--- src/rtl/banana_tally.sv ---
// banana_tally: turns 1->0 transitions of the banana-present mask into a
// two-digit BCD score. Bananas are counted one per cycle in ascending index
// order. Each counted banana produces a collect pulse. When the score wraps
// from 99 to 00, the block raises an extra-life pulse. A collect also starts
// the HUD flash, which stays on for a fixed number of frame ticks.
`timescale 1ns/1ps

module banana_tally #(
  parameter int N_BANANAS    = 5,
  parameter int FLASH_FRAMES = 30,
  parameter int FLASH_W      = 6
) (
  input  logic                 clk,
  input  logic                 reset,
  input  logic [N_BANANAS-1:0] mask_in,
  input  logic                 frame_tick,
  input  logic                 clear_score,
  output logic [3:0]           ones,
  output logic [3:0]           tens,
  output logic                 collect_pulse,
  output logic [2:0]           last_idx,
  output logic                 life_up,
  output logic                 flash
);

  typedef enum logic [0:0] {
    IDLE  = 1'b0,
    SERVE = 1'b1
  } state_t;

  localparam logic [N_BANANAS-1:0] MASK_ALL_ONES = {N_BANANAS{1'b1}};
  localparam logic [N_BANANAS-1:0] MASK_NONE     = {N_BANANAS{1'b0}};
  localparam logic [N_BANANAS-1:0] MASK_ONE      = N_BANANAS'(1);
  localparam logic [FLASH_W-1:0]   FLASH_RELOAD  = FLASH_W'(FLASH_FRAMES);
  localparam logic [FLASH_W-1:0]   FLASH_ZERO    = {FLASH_W{1'b0}};
  localparam logic [FLASH_W-1:0]   FLASH_ONE     = FLASH_W'(1);

  // Index of the lowest set bit; 0 when the vector is empty.
  function automatic logic [2:0] lowest_idx(input logic [N_BANANAS-1:0] vec);
    logic [2:0] idx;
    idx = 3'd0;
    for (int i = N_BANANAS - 1; i >= 0; i--) begin
      if (vec[i]) begin
        idx = 3'(i);
      end else begin
        idx = idx;
      end
    end
    return idx;
  endfunction

  // Two-digit BCD increment. Result is {wrap, tens, ones}. A ones digit that
  // is 9 or above rolls over, so the digits can never leave 0..9.
  function automatic logic [8:0] bcd_inc(input logic [3:0] t, input logic [3:0] o);
    logic [8:0] r;
    if (o < 4'd9) begin
      r = {1'b0, t, o + 4'd1};
    end else if (t < 4'd9) begin
      r = {1'b0, t + 4'd1, 4'd0};
    end else begin
      r = {1'b1, 4'd0, 4'd0};
    end
    return r;
  endfunction

  state_t               state_r;
  logic [N_BANANAS-1:0] prev_mask_r;
  logic [N_BANANAS-1:0] pending_r;
  logic [FLASH_W-1:0]   flash_cnt_r;

  logic [N_BANANAS-1:0] fall_s;
  logic [N_BANANAS-1:0] served_s;
  logic [N_BANANAS-1:0] pending_next_s;
  logic                 service_s;
  logic [2:0]           served_idx_s;
  logic [8:0]           bcd_next_s;
  logic [FLASH_W-1:0]   flash_next_s;

  // Combinational next-state terms: fall detect, banana selection, score and flash.
  always_comb begin
    fall_s = prev_mask_r & ~mask_in;

    // Isolate the lowest pending bit; only SERVE consumes bananas.
    if (state_r == SERVE) begin
      served_s = pending_r & (~pending_r + MASK_ONE);
    end else begin
      served_s = MASK_NONE;
    end

    service_s      = (served_s != MASK_NONE);
    served_idx_s   = lowest_idx(pending_r);
    pending_next_s = (pending_r | fall_s) & ~served_s;
    bcd_next_s     = bcd_inc(tens, ones);

    // A reload takes priority over a frame-tick decrement in the same cycle.
    if (service_s) begin
      flash_next_s = FLASH_RELOAD;
    end else if (frame_tick && (flash_cnt_r != FLASH_ZERO)) begin
      flash_next_s = flash_cnt_r - FLASH_ONE;
    end else begin
      flash_next_s = flash_cnt_r;
    end
  end

  // Previous mask and pending set. A clear resyncs prev_mask to the live
  // mask, suppressing edge detection during the clear cycle.
  always_ff @(posedge clk) begin
    if (reset) begin
      prev_mask_r <= MASK_ALL_ONES;
      pending_r   <= MASK_NONE;
    end else if (clear_score) begin
      prev_mask_r <= mask_in;
      pending_r   <= MASK_NONE;
    end else begin
      prev_mask_r <= mask_in;
      pending_r   <= pending_next_s;
    end
  end

  // HUD flash countdown and its registered enable.
  always_ff @(posedge clk) begin
    if (reset) begin
      flash_cnt_r <= FLASH_ZERO;
      flash       <= 1'b0;
    end else if (clear_score) begin
      flash_cnt_r <= FLASH_ZERO;
      flash       <= 1'b0;
    end else begin
      flash_cnt_r <= flash_next_s;
      flash       <= (flash_next_s != FLASH_ZERO);
    end
  end

  // Serve FSM with registered score, collect pulse, last index and life pulse.
  always_ff @(posedge clk) begin
    if (reset) begin
      state_r       <= IDLE;
      ones          <= 4'd0;
      tens          <= 4'd0;
      collect_pulse <= 1'b0;
      last_idx      <= 3'd0;
      life_up       <= 1'b0;
    end else if (clear_score) begin
      state_r       <= IDLE;
      ones          <= 4'd0;
      tens          <= 4'd0;
      collect_pulse <= 1'b0;
      last_idx      <= last_idx;
      life_up       <= 1'b0;
    end else begin
      case (state_r)
        IDLE: begin
          collect_pulse <= 1'b0;
          life_up       <= 1'b0;
          ones          <= ones;
          tens          <= tens;
          last_idx      <= last_idx;
          if (pending_r != MASK_NONE) begin
            state_r <= SERVE;
          end else begin
            state_r <= IDLE;
          end
        end
        SERVE: begin
          if (service_s) begin
            ones          <= bcd_next_s[3:0];
            tens          <= bcd_next_s[7:4];
            life_up       <= bcd_next_s[8];
            last_idx      <= served_idx_s;
            collect_pulse <= 1'b1;
          end else begin
            ones          <= ones;
            tens          <= tens;
            life_up       <= 1'b0;
            last_idx      <= last_idx;
            collect_pulse <= 1'b0;
          end
          if (pending_next_s != MASK_NONE) begin
            state_r <= SERVE;
          end else begin
            state_r <= IDLE;
          end
        end
        default: begin
          state_r       <= IDLE;
          ones          <= ones;
          tens          <= tens;
          collect_pulse <= 1'b0;
          last_idx      <= last_idx;
          life_up       <= 1'b0;
        end
      endcase
    end
  end

endmodule

--- config.mk ---
export PLATFORM = sky130hd
export DESIGN_NAME = banana_tally
export DESIGN_NICKNAME = d
export VERILOG_FILES = /design/src/rtl/banana_tally.sv
export SDC_FILE = /design/constraint.sdc
export NUM_CORES = 1
export LEC_CHECK = 0
export ABC_CLOCK_PERIOD_IN_PS = 2600
export BUFFER_PORTS_ARGS = -buffer_cell sky130_fd_sc_hd__buf_4
export CAP_MARGIN = 30
export CORE_ASPECT_RATIO = 0.6
export CORE_MARGIN = 2
export CORE_UTILIZATION = 55
export DETAILED_ROUTE_END_ITERATION = 6
export PLACE_DENSITY = 0.76
export SYNTH_ARGS = -nofsm -noshare
export SYNTH_HDL_FRONTEND = slang
export SYNTH_SLANG_ARGS = --single-unit
--- constraint.sdc ---
create_clock -name clk -period 2.6 [get_ports clk]
set_input_delay 0 -clock clk [delete_from_list [all_inputs] [get_ports clk]]
set_output_delay 0 -clock clk [all_outputs]
set_load 0.01 [all_outputs]
==> flow_summary.toml <==
[setup_path]
cp_max_fo = 4
critPathArrivalTime_ps = 2160
end_kind = "flop"
cp.required_ps = 2740
worst_setup_path_start_kind = "flop"
path_class = "flop to flop"

[sta]
worst_hold_slack_ps = 45.5
tightestPinTransition_ps = 453
finalMaxSlewViolations = 0
fin_skew_ps = 5.63
hold_violations = 0
slew_headroom_pct = 69.7
min_period_ps = 2020
finalSetupViolCount = 0
timing.fmax_mhz = 495
finalSetupTns_ps = 0
rsz0062_at_grt = "false"
fin_crit_sh_pct = 77.7

[logic_synthesis]
yosysTopAreaCell = "dfxtp_1"
syn_nets = 178
seq_area_frac_synth_pct = 43.0
syn_inst = 163
async_flop_share_pct = 0
synth_top_area_share_pct = 43.0
netlist_top_cells_area = "dfxtp_1 (43%), ha_1 (5.2%), nor2_1 (4.7%)"
synth_ff_type = "dfxtp_1"
yosys.cell_types.count = 42
synth_area_per_cell_um2 = 8.85
ys_ff_latch = 31
synth_edf_count = 0
synth_most_common_cell = "dfxtp_1"
yosysWarnings = 0
syn_area_um2 = 1440
synthTopCellsByCount = "dfxtp_1 (31), nor2_1 (18), a21oi_1 (13)"

[pwr]
irDropWorstVdd_mv = 0.497
p_sw_share_pct = 22.6
switching_power_uw = 253
share_clk_of_total_power_pct = 43.1
p_comb_share_pct = 11.8
seqPwrFrac_pct = 45.1
leakagePower_uw = 0.000732
p_int_uw = 868
powerDensity_nw_per_um2 = 605
power_uw = 1120

[floorplan]
coreArea_um2 = 2500
die-area_um2 = 3060
boundaryPins = 23
die_x_um = 70.1
fp.dieH_um = 43.7
rows = 14
initial_utilization_pct = 57.6

[cts]
path_clk_slew_ps = 60
clockBufferDepth = 2
postCtsSetupRepairBufs = 0
htreeDepth = 2
clock-root-buffer = "clkbuf_8"
cts_buffers = 5
cts.sinks = 31
clkLatencyLatePin_ps = 280
cts_tree = "built"

[grt]
gr-usage-all-layers_pct = 24.9
grt_max_degree = 15
antenna_found_initial = 0
gr-total-overflow = 0
grt_pass1_wl_um = 5910
grt_pass1_vias = 1265

[finish]
drive_gt1_share_pct = 22.1
fillers = 185
fin_nets = 213
final_area_um2 = 1850
synthToLayoutAreaGrowth_pct = 28.5
fin_cells = 231
antennaDiodeCount = 0

[drt]
drt_wl_total_um = 3390
drtIter0Drc = 119
ant_nets = 0
via_count = 1306
drt_first_pass_iters = 4
drc = 0
routed_via_density = 5.65
wl_per_cell_um = 14.7

[placed_design]
place.gp.congestion = 0.903
hpwlAfterDp_um = 2220
io_buffers = 22
dpl.cell_count = 212
post_dp_cell_area_um2 = 1630

[flow_run]
max-cap-violations = 0

[hold_path]
hp-class = "primary input to flop"

[status]
status = "finished clean"
-- what timing repair did --
item,4_1_cts,5_1_grt
hold buffers,11,0
resized for setup,0,0
hold endpoints to repair,8,0
-- kinds of logic (layout without fill, tap and decap cells) --
kind of cell | Yosys count | after routing | synth area share [%]
buf+inv | 16 | 52 | 4.60
fa+ha+maj | 6 | 6 | 5.20
flops | 31 | 31 | 43.0
xor+xnor | 3 | 3 | 1.82
mux | 3 | 3 | 2.08
simple gates | 62 | 62 | 23.9
compound gates | 42 | 42 | 19.4
-- cells in the final DEF, fill, tap and decap left out, types with 2 or more instances in the layout --
cell type / n
dfxtp_1: 31
buf_4: 23
nor2_1: 18
a21oi_1: 13
dlygate4sd3_1: 11
inv_1: 10
o21ai_0: 8
nand2_1: 7
or2_2: 7
ha_1: 6
clkbuf_8: 6
nor3b_1: 4
a31oi_1: 3
xnor2_1: 3
mux2i_1: 3
nor2b_1: 3
nand2b_1: 3
nand3_1: 3
or3_1: 3
nor3_1: 3
or4b_1: 2
and2_1: 2
o31ai_1: 2
o21a_1: 2
or3b_1: 2
o22ai_1: 2
a211oi_1: 2
-- final timing paths --
kind         slack [ps]  cells past startpoint          end      startpoint
max reg2reg         580                      6        flash  flash_cnt_r[0]
min reg2reg         480                      2  last_idx[2]     last_idx[2]
max                 580                      6        flash  flash_cnt_r[0]
min                  50                      3  last_idx[1]     clear_score
-- layer usage --
metal / share of wire, % / track usage (%) / wire length, um
met1: 46 / 32.9 / 1540
met2: 48 / 41.1 / 1610
met3: 5.7 / 6.28 / 192
met4: 1.2 / 7.69 / 39
met5: 0 / 0 / 0
-- power groups by stage --
| stage | clock, uW | sequential, uW | combinational [uW] |
|---|---|---|---|
| 3_5_place_dp | 0 | 516 | 115 |
| 6_report | 483 | 506 | 133 |
| 4_1_cts | 486 | 506 | 129 |
| 5_1_grt | 507 | 509 | 147 |
| 2_1_floorplan | 0 | 511 | 87.1 |
| 3_3_place_gp | 0 | 515 | 115 |
-- critical path, stage by stage, from the launching register on --
cell	delay, ps
dfxtp_1	330
inv_1	110
ha_1	220
or4b_1	510
a21o_1	220
a2111oi_2	350
a31oi_1	130
-- cell type report --
class	count	area (um^2)	share of cell area [%]
clock inverter	2	35.0	1.89
tap	32	40.0	2.16
inverter	10	37.5	2.02
sequential	31	621	33.5
clock buffer	6	82.6	4.45
timing repair buffer	34	283	15.2
multi-input combinational	116	756	40.8
-- sequential cells by signal, summed over array words and instances, names as in the netlist, 3 cells and up --
signal and count:
flash_cnt_r 6, pending_r 5, prev_mask_r 5, ones 4, tens 4, last_idx 3
-- metrics by stage --
step           util (%)  setup WS [ps]
2_1_floorplan         -            747
3_3_place_gp       64.9            665
3_5_place_dp       64.9            613
4_1_cts            74.0            582
5_1_grt            74.0            440
6_report           74.0            580
Power figures use the tool's default switching activity.
